File: src/rtl/sap_pkg.sv
// Shared definitions for the SAP host input port.
// Latency: n/a (types and defaults only).
// Backpressure: n/a.
package sap_pkg;

    localparam int DW_DEF    = 8;
    localparam int DEPTH_DEF = 4;

    typedef logic [DW_DEF-1:0] byte_t;

endpackage

File: src/rtl/sap_sync2.sv
// Two-flop synchronizer bringing an asynchronous level into the CLK domain.
// Latency: 2 CLK cycles from input change to q.
// Backpressure: none; a plain level follower.
module sap_sync2 (
    input  logic CLK,
    input  logic RST,
    input  logic d,
    output logic q
);

    logic meta;

    // Metastability filter: first flop may go metastable, second resolves it.
    always_ff @(posedge CLK) begin
        if (RST) begin
            meta <= 1'b0;
            q    <= 1'b0;
        end else begin
            meta <= d;
            q    <= meta;
        end
    end

endmodule

File: src/rtl/sap_input_port.sv
// Host input port: strobe-captured bytes queued in a FWFT FIFO read by the CPU.
// Latency: strobe rise -> cpu_valid in 4 CLK cycles (2 sync, 1 edge detect, 1 write).
// Backpressure: ext_busy while full; a capture while full without a pop is dropped and sets ovf.
// Optional feature: define SAP_INPORT_PARITY_EN for ext_parity/perr (even parity check).
module sap_input_port import sap_pkg::*; #(
    parameter int DEPTH = DEPTH_DEF,
    parameter int DW    = DW_DEF
) (
    input  logic          CLK,
    input  logic          RST,
    input  logic [DW-1:0] ext_data,
    input  logic          ext_strobe,
`ifdef SAP_INPORT_PARITY_EN
    input  logic          ext_parity,
    output logic          perr,
`endif
    output logic          ext_busy,
    input  logic          cpu_rd,
    output logic [DW-1:0] cpu_data,
    output logic          cpu_valid,
    output logic          ovf,
    input  logic          clr_ovf
);

    localparam int PW = $clog2(DEPTH);
    localparam int CW = PW + 1;

    logic          strobe_sync;
    logic          strobe_seen;
    logic [1:0]    settle;
    logic          strobe_rise;
    logic          cap_pulse;
    logic [DW-1:0] cap_data;
`ifdef SAP_INPORT_PARITY_EN
    logic          cap_par;
`endif

    logic [DW-1:0] mem [DEPTH];
    logic [PW-1:0] wr_ptr;
    logic [PW-1:0] rd_ptr;
    logic [CW-1:0] count;
    logic [CW-1:0] count_next;
    logic          full;
    logic          par_ok;
    logic          do_pop;
    logic          do_push;
    logic          drop_full;

    sap_sync2 u_sync (
        .CLK (CLK),
        .RST (RST),
        .d   (ext_strobe),
        .q   (strobe_sync)
    );

    assign strobe_rise = strobe_sync & ~strobe_seen;

    // Edge detector: strobe_seen starts "high-seen" and only follows the
    // synchronizer once its reset zeros have flushed out, so a strobe held
    // high through reset must go low before it can be captured again.
    always_ff @(posedge CLK) begin
        if (RST) begin
            settle      <= 2'b00;
            strobe_seen <= 1'b1;
            cap_pulse   <= 1'b0;
            cap_data    <= '0;
`ifdef SAP_INPORT_PARITY_EN
            cap_par     <= 1'b0;
`endif
        end else begin
            settle    <= {settle[0], 1'b1};
            if (settle[1]) begin
                strobe_seen <= strobe_sync;
            end
            cap_pulse <= strobe_rise;
            // Host data is guaranteed stable here, so latch it with the pulse.
            if (strobe_rise) begin
                cap_data <= ext_data;
`ifdef SAP_INPORT_PARITY_EN
                cap_par  <= ext_parity;
`endif
            end
        end
    end

`ifdef SAP_INPORT_PARITY_EN
    assign par_ok = ~^{cap_par, cap_data};
`else
    assign par_ok = 1'b1;
`endif

    assign full      = (count == CW'(DEPTH));
    assign do_pop    = cpu_rd & cpu_valid;
    assign do_push   = cap_pulse & par_ok & (~full | do_pop);
    assign drop_full = cap_pulse & par_ok & full & ~do_pop;

    // Occupancy after this cycle's push/pop; feeds the registered status flags.
    always_comb begin
        count_next = count;
        case ({do_push, do_pop})
            2'b10:   count_next = count + CW'(1);
            2'b01:   count_next = count - CW'(1);
            default: count_next = count;
        endcase
    end

    // FIFO control, status flags and sticky error flags (set beats clear).
    always_ff @(posedge CLK) begin
        if (RST) begin
            wr_ptr    <= '0;
            rd_ptr    <= '0;
            count     <= '0;
            cpu_valid <= 1'b0;
            ext_busy  <= 1'b0;
            ovf       <= 1'b0;
`ifdef SAP_INPORT_PARITY_EN
            perr      <= 1'b0;
`endif
        end else begin
            if (do_push) begin
                wr_ptr <= wr_ptr + PW'(1);
            end
            if (do_pop) begin
                rd_ptr <= rd_ptr + PW'(1);
            end
            count     <= count_next;
            cpu_valid <= (count_next != '0);
            ext_busy  <= (count_next == CW'(DEPTH));
            if (drop_full) begin
                ovf <= 1'b1;
            end else if (clr_ovf) begin
                ovf <= 1'b0;
            end
`ifdef SAP_INPORT_PARITY_EN
            if (cap_pulse && !par_ok) begin
                perr <= 1'b1;
            end else if (clr_ovf) begin
                perr <= 1'b0;
            end
`endif
        end
    end

    // Storage has no reset; cpu_data is masked while the FIFO is empty.
    always_ff @(posedge CLK) begin
        if (do_push) begin
            mem[wr_ptr] <= cap_data;
        end
    end

    assign cpu_data = cpu_valid ? mem[rd_ptr] : '0;

endmodule
File: config.mk
export PLATFORM = sky130hd
export DESIGN_NAME = sap_input_port
export DESIGN_NICKNAME = d
export VERILOG_FILES = /design/src/rtl/sap_pkg.sv /design/src/rtl/sap_sync2.sv /design/src/rtl/sap_input_port.sv
export SDC_FILE = /design/constraint.sdc
export NUM_CORES = 1
export LEC_CHECK = 0
export BUFFER_PORTS_ARGS = -buffer_cell sky130_fd_sc_hd__buf_2
export CORE_UTILIZATION = 34
export CTS_BUF_LIST = sky130_fd_sc_hd__clkbuf_8 sky130_fd_sc_hd__clkbuf_16
export DETAILED_ROUTE_END_ITERATION = 16
export PLACE_DENSITY = 0.57
export SYNTH_ARGS = -nofsm -noshare
export SYNTH_HDL_FRONTEND = slang
export SYNTH_HIERARCHICAL = 1
export SYNTH_SLANG_ARGS = --single-unit
File: constraint.sdc
create_clock -name CLK -period 1.9 [get_ports CLK]
set_input_delay 0.285 -clock CLK [delete_from_list [all_inputs] [get_ports CLK]]
set_output_delay 0.285 -clock CLK [all_outputs]
set_load 0.05 [all_outputs]
==> flow_summary_export.csv, run 1 <==
group,metric,value,unit
power,power.total,3160,uW
setup_path,critical_path_required,1.62,ns
grt,gr-total-overflow,0,
setup_path,rr_worst_depth,7,
timing,timing.final.ws_setup,-0.00385,ns
worst_hold_path,worstHoldEndpoint,"u_sync/meta",
placement,dpl_cell_area,2600,um2
route,wl_met2,1870,um
power,ir_drop,600,uV
grt,grt_usage,0.129,
clock_network,cts_sinks,58,
synthesis,synth_area,2280,um2
final_layout,syn2layout_area_growth,25.9,%
route,wl,3870,um
die,ioPinCount,24,
setup_path,cp_slowest_cell,"mux4_2",
synthesis,syn_nets,186,
synthesis,synth.most_common_cell,"edfxtp_1",
setup_path,rr_startpoint,"cap_pulse",
die,die_height,83.8,um
clock_network,cts_max_level,3,
timing,tightestPinTransition,0.569,ns
timing,timing.fmax,525,MHz
setup_path,arrival,1.62,ns
clock_network,cts_tree,"done",
route,final_antenna_net_count,0,
final_layout,final_layout_size_suffix_gt1_frac,0.340,
setup_path,rr_endpoint,"cpu_valid",
clock_network,cts_setup_buffers,0,
clock_network,hold_buffers,0,
timing,fin_crit,1.90,ns
route,wire_per_inst,13.4,um
route,wl_met1,1720,um
route,vias_per_cell,4.64,
setup_path,cp-end-kind,"primary output",
timing,rsz0062_at_grt,"yes",
setup_path,r2r_slack,0.13,ns
die,core_area,6420,um2
setup_path,crit_path_max_incr_delay,0.51,ns
die,dieArea,7030,um2
clock_network,cts_root_buffer,"clkbuf_8",
synthesis,synth.distinct_cells,31,
clock_network,clk_latency,0.33,ns
timing,setup_viol,2,
synthesis,yosysTopAreaCell,"edfxtp_1",
placement,port_buffers,23,
clock_network,clockBufferDepth,2,
route,drc,3,
final_layout,fillers,572,
timing,period_share,1.00,
power,powerDensity,1100,nW/um2
setup_path,path_cells,"buf_12, mux4_2, and2_4, buf_8",
placement,gp_congestion,0.822,
power,leakage,0.00105,uW
final_layout,nets,225,
final_layout,multi_input_area,766,um2
timing,finalClockSkew,0.00671,ns
synthesis,ys_ff_latch,58,
run_status,violations,"DRC, setup timing",
timing,timing.slew.headroom,0.620,
die,start_util,0.355,
synthesis,synthArstFlopShare,0,
synthesis,syn-mean-instance-area,13.6,um2
worst_hold_path,hold-path-cell-count,2,
route,drtPass1Iterations,10,
route,drt_iter0_drc,50,
timing,slew_violations,0,
timing,hold_violations,0,
clock_network,clk_pin_slew,0.06,ns
synthesis,synth_edf_count,32,
synthesis,seq_area_frac_synth,0.651,
final_layout,n_antenna_cell,0,
grt,grt_pass1_vias,1378,
grt,antenna_found_initial,0,
placement,dp_hpwl,2760,um
die,fp-row-count,29,
flow_run,maxCapViolCount,0,
route,vias,1340,
grt,grt_first_pass_wirelength,6680,um
synthesis,ys.warnings.count,6,
clock_network,numCtsBuffers,9,
route,dr.max_layer_used,"met4",
route,dr_wl_met3,222,um
setup_path,critPathLaunchType,"flip-flop",
setup_path,cp_max_fo,8,
synthesis,synth_common_cells,"edfxtp_1, dfxtp_1, nand2_1, a21oi_1, and2_1",
synthesis,synth_cells,168,
final_layout,regArea,1490,um2
synthesis,synth_flop_cell,"edfxtp_1",
placement,post-place-ws,0.0937,ns
die,die_w,83.8,um
synthesis,yosys.area.top_type_share,0.422,
final_layout,fin_area,2870,um2
worst_hold_path,hp-class,"in2reg",
grt,grt_max_degree,16,
worst_hold_path,hp-start,"ext_strobe",
setup_path,path_class,"reg2out",
synthesis,ys_top_cells_by_area,"edfxtp_1, dfxtp_1, mux4_2, and2_1, a21oi_1",
timing,fin_hold_ws,0.163,ns
run_status,outcome,"finished with violations",
[critical path, delay by kind of cell (launching register included)]
kind                   cells  cell delay, ns
buffers and inverters      2            0.28
flip-flops                 1            0.34
multiplexers               1            0.51
AND/OR/NAND/NOR            1            0.16
[how the worst max path moves through the flow]
| stage | end | cells after the start | startpoint | slack (ns) |
|---|---|---|---|---|
| 6_report | cpu_data[0] | 4 | flip-flop | -0.004 |
| 5_1_grt | cpu_data[4] | 4 | flip-flop | -0.06 |
| 4_1_cts | cpu_data[0] | 4 | flip-flop | -0.03 |
| 3_5_place_dp | ext_busy | 8 | cpu_rd | 0.09 |
| 3_3_place_gp | cpu_valid | 8 | cpu_rd | 0.11 |
| 2_1_floorplan | ext_busy | 7 | cpu_valid | -0.001 |
[power by group]
| part | switching [uW] | total (uW) | internal (uW) |
|---|---|---|---|
| clock | 464 | 1050 | 588 |
| sequential | 44.8 | 1410 | 1370 |
| combinational | 366 | 697 | 331 |
| total | 875 | 3160 | 2290 |
[through the flow]
step / setup TNS, ns / instances / util
after global placement: 0 / 273 / 0.404
after global routing: -0.432 / 289 / 0.447
final: -0.00477 / 289 / 0.447
after CTS: -0.154 / 289 / 0.446
after floorplan: -0.00127 / 168 / -
after detailed placement: 0 / 273 / 0.404
[timing repair]
item	CTS	global route
cloned	0	0
setup endpoints to repair	8	8
pin swaps	5	0
resized for setup	27	1
[flip-flops by register name (all words and copies together), names as in the netlist, 2 cells and up, named ones only]
| signal | flops |
|---|---|
| cap_data | 8 |
| count | 3 |
| mem | 32 |
| rd_ptr | 2 |
| settle | 2 |
| wr_ptr | 2 |
[per-layer routing]
metal,global-route usage,up-vias
met4,0.0564,0
li1,-,669
met3,0.0564,7
met5,0,-
met2,0.211,38
met1,0.146,626
[cell type report]
type | instances | area share
well taps | 77 | 0.0336
inverters | 6 | 0.00785
clock inverters | 7 | 0.0214
clock buffers | 9 | 0.0432
flip-flops and latches | 58 | 0.518
multi-input cells | 97 | 0.267
repair buffers | 35 | 0.109
[cells by family after synthesis]
| kind of cell | after synthesis | share of synthesized area |
|---|---|---|
| xor+xnor | 4 | 0.0154 |
| simple gates | 55 | 0.123 |
| fa+ha+maj | 5 | 0.0308 |
| flops | 58 | 0.651 |
| compound gates | 22 | 0.0637 |
| mux | 11 | 0.0945 |
| buf+inv | 13 | 0.0220 |
[layout by cell type (no fill, tap or decap), drive strengths merged, types with 3 or more instances in the layout]
cell	Yosys	final
clkinv	0	3
clkbuf	5	9
ha	4	4
buf	2	35
mux4	8	8
edfxtp	32	32
nor2b	7	7
a21oi	14	14
nor2	10	10
dfxtp	26	26
nand2	18	18
nand3	3	3
inv	6	7
and2	12	12
Note: power is estimated with default switching activity, not from simulation.
==> inputs of run 2 (changes only) <==
- PLACE_DENSITY: 0.57 -> 0.55
- SLEW_MARGIN: default -> 25
- clock period: 1.9 -> 2.1 ns (I/O delays scaled with it)
==> run 2 against run 1 <==
Effect of this change:
- the flow finishes with violations (DRC)
- final area decreased by 4.7%
- first-iteration DRC count decreased by 6.0%
- sequential cell count unchanged
- power decreased by 16%
- global-route usage increased by 0.11 points
- clock power decreased by 18%
- critical path depth unchanged
- sequential share of layout area increased by 2.4 points
- sequential power decreased by 9%
- non-clock buffer count decreased by 1
- routed wire length increased by 2.5%
- largest power group unchanged
- highest routed layer unchanged
==> flow_summary_export.csv, run 2 (same netlist as run 1, synthesis figures left out) <==
group,metric,value,unit
run_status,outcome,"finished with violations",
run_status,violations,"DRC",
power,combPwrFrac,0.196,
clock_network,clk_pin_slew,0.06,ns
grt,gr-total-overflow,0,
clock_network,numCtsBuffers,9,
route,drc,4,
setup_path,crit_path_max_incr_delay,0.52,ns
flow_run,maxCapViolCount,0,
power,leakage,0.00100,uW
setup_path,rr_startpoint,"cpu_valid",
die,core_area,6420,um2
clock_network,cts_root_buffer,"clkbuf_8",
setup_path,critPathLaunchType,"flip-flop",
die,die_height,83.8,um
die,die_w,83.8,um
final_layout,final_cells,288,
power,p_switching,794,uW
grt,grt_max_degree,16,
timing,tightestPinTransition,0.459,ns
final_layout,n_antenna_cell,0,
route,wire_per_inst,13.8,um
placement,dp_hpwl,2720,um
setup_path,path_class,"reg2out",
die,ioPinCount,24,
clock_network,hold_buffers,0,
route,wl,3970,um
timing,finalClockSkew,0.00812,ns
final_layout,largest_reg_flops,32,
setup_path,path_depth,4,
clock_network,cts_sinks,58,
worst_hold_path,hp-class,"in2reg",
clock_network,cts_tree,"done",
die,start_util,0.355,
timing,rsz0062_at_grt,"no",
placement,port_buffers,23,
power,powerDensity,975,nW/um2
timing,setup_viol,0,
power,p_seq_frac,0.482,
die,dieArea,7030,um2
clock_network,clk_latency,0.34,ns
power,p_clk_frac,0.322,
setup_path,arrival,1.72,ns
timing,hold_violations,0,
final_layout,final_common_cell,"edfxtp_1",
timing,slew_violations,0,
timing,period_share,0.968,
final_layout,top_regs,"mem x32, cap_data x8, count x3",
grt,grt_pass1_vias,1320,
final_layout,syn2layout_area_growth,20.1,%
route,drtPass1Iterations,10,
power,swShare,0.298,
die,fp-row-count,29,
grt,grt_first_pass_wirelength,6550,um
setup_path,critical_path_required,1.78,ns
setup_path,rr_endpoint,"cpu_valid",
clock_network,cts_max_level,3,
setup_path,cp_max_fo,8,
setup_path,r2r_slack,0.18,ns
final_layout,final_layout_size_suffix_gt1_frac,0.294,
grt,antenna_found_initial,0,
timing,timing.fmax,492,MHz
route,final_antenna_net_count,0,
timing,timing.slew.headroom,0.694,
placement,gp_congestion,0.788,
setup_path,cp-end-kind,"primary output",
setup_path,cp-endpoint,"cpu_data[6]",
timing,fin_hold_ws,0.191,ns
route,vias_per_cell,4.58,
final_layout,final_cell_mix,"edfxtp_1, dfxtp_1, buf_2",
power,ir_drop,616,uV
setup_path,path_buf_inv,2,
clock_network,clockBufferDepth,2,
final_layout,nets,224,
route,drt_iter0_drc,47,
timing,fin_crit,2.03,ns
timing,tns,0,ns
final_layout,regMostFlops,"mem",
setup_path,path_cells,"buf_6, mux4_2, and2_1, buf_2",
power,p_int,1870,uW
grt,grt_usage,0.130,
setup_path,rr_worst_depth,7,
setup_path,path_delay_family,"multiplexers",
placement,placed_cells,272,
route,vias,1318,
setup_path,cp_slowest_cell,"mux4_2",
## run 2: cell count changes in the layout (fill, tap and decap cells not counted), moves of 3 or more
cell and change:
and2_4 -6, buf_8 -5, clkinvlp_4 +3, buf_2 +7
and2_1 +6
## run 2: per-stage QoR
stage,utilization,power (uW),cell area (um2),setup slack [ns]
final,0.426,2660,2730,0.0670
after global routing,0.426,2790,2730,0.00593
after CTS,0.425,2700,2730,0.0301
after detailed placement,0.398,1830,2560,0.139
after global placement,0.398,1830,2560,0.155
after floorplan,-,1700,2280,0.0301
## run 2: how the worst min path moves through the flow
stage	from	end	slack (ns)	depth (start not counted)
after floorplan	RST	u_sync/meta	0.39	1
after global placement	settle[0]	settle[1]	0.42	1
after detailed placement	settle[0]	settle[1]	0.43	1
after CTS	ext_strobe	u_sync/meta	0.18	2
after global routing	ext_data[6]	cap_data[6]	0.20	3
final	ext_strobe	u_sync/meta	0.19	2
## run 2: what timing repair did
action / 4_1_cts / 5_1_grt
buffers inserted: 0 / 0
endpoints found under the setup margin: 1 / 1
gates resized for setup: 1 / 2
## run 2: power groups by stage
stage               logic [uW]  clock network, uW  registers (uW)
floorplan                  371                  0            1330
global placement           519                  0            1310
detailed placement         523                  0            1310
CTS                        528                885            1280
global route               563                936            1290
finish                     523                858            1280
## run 2: per-layer routing
metal | part of all wire | up-vias | global-route usage
met1 | 0.45 | 604 | 0.151
li1 | - | 670 | -
met3 | 0.058 | 8 | 0.0544
met2 | 0.48 | 36 | 0.205
met5 | 0 | - | 0
met4 | 0.018 | 0 | 0.0658
## run 2: final cells by class
class	instances	area, um2
Clock buffer	9	124
Clock inverter	7	46.3
Fill cell	611	3690
Inverter	6	22.5
Multi-Input combinational cell	97	746
Sequential cell	58	1480
Tap cell	77	96.3
Timing Repair Buffer	34	216
## run 2: worst register-to-register path, delay by kind of cell, from the launching register on
kind | cells | cell delay (ns)
buffers and inverters | 1 | 0.05
and+or+nand+nor | 2 | 0.35
muxes | 1 | 0.32
AOI/OAI and AO/OA | 2 | 0.29
adders and majority gates | 1 | 0.39
DFF | 1 | 0.41
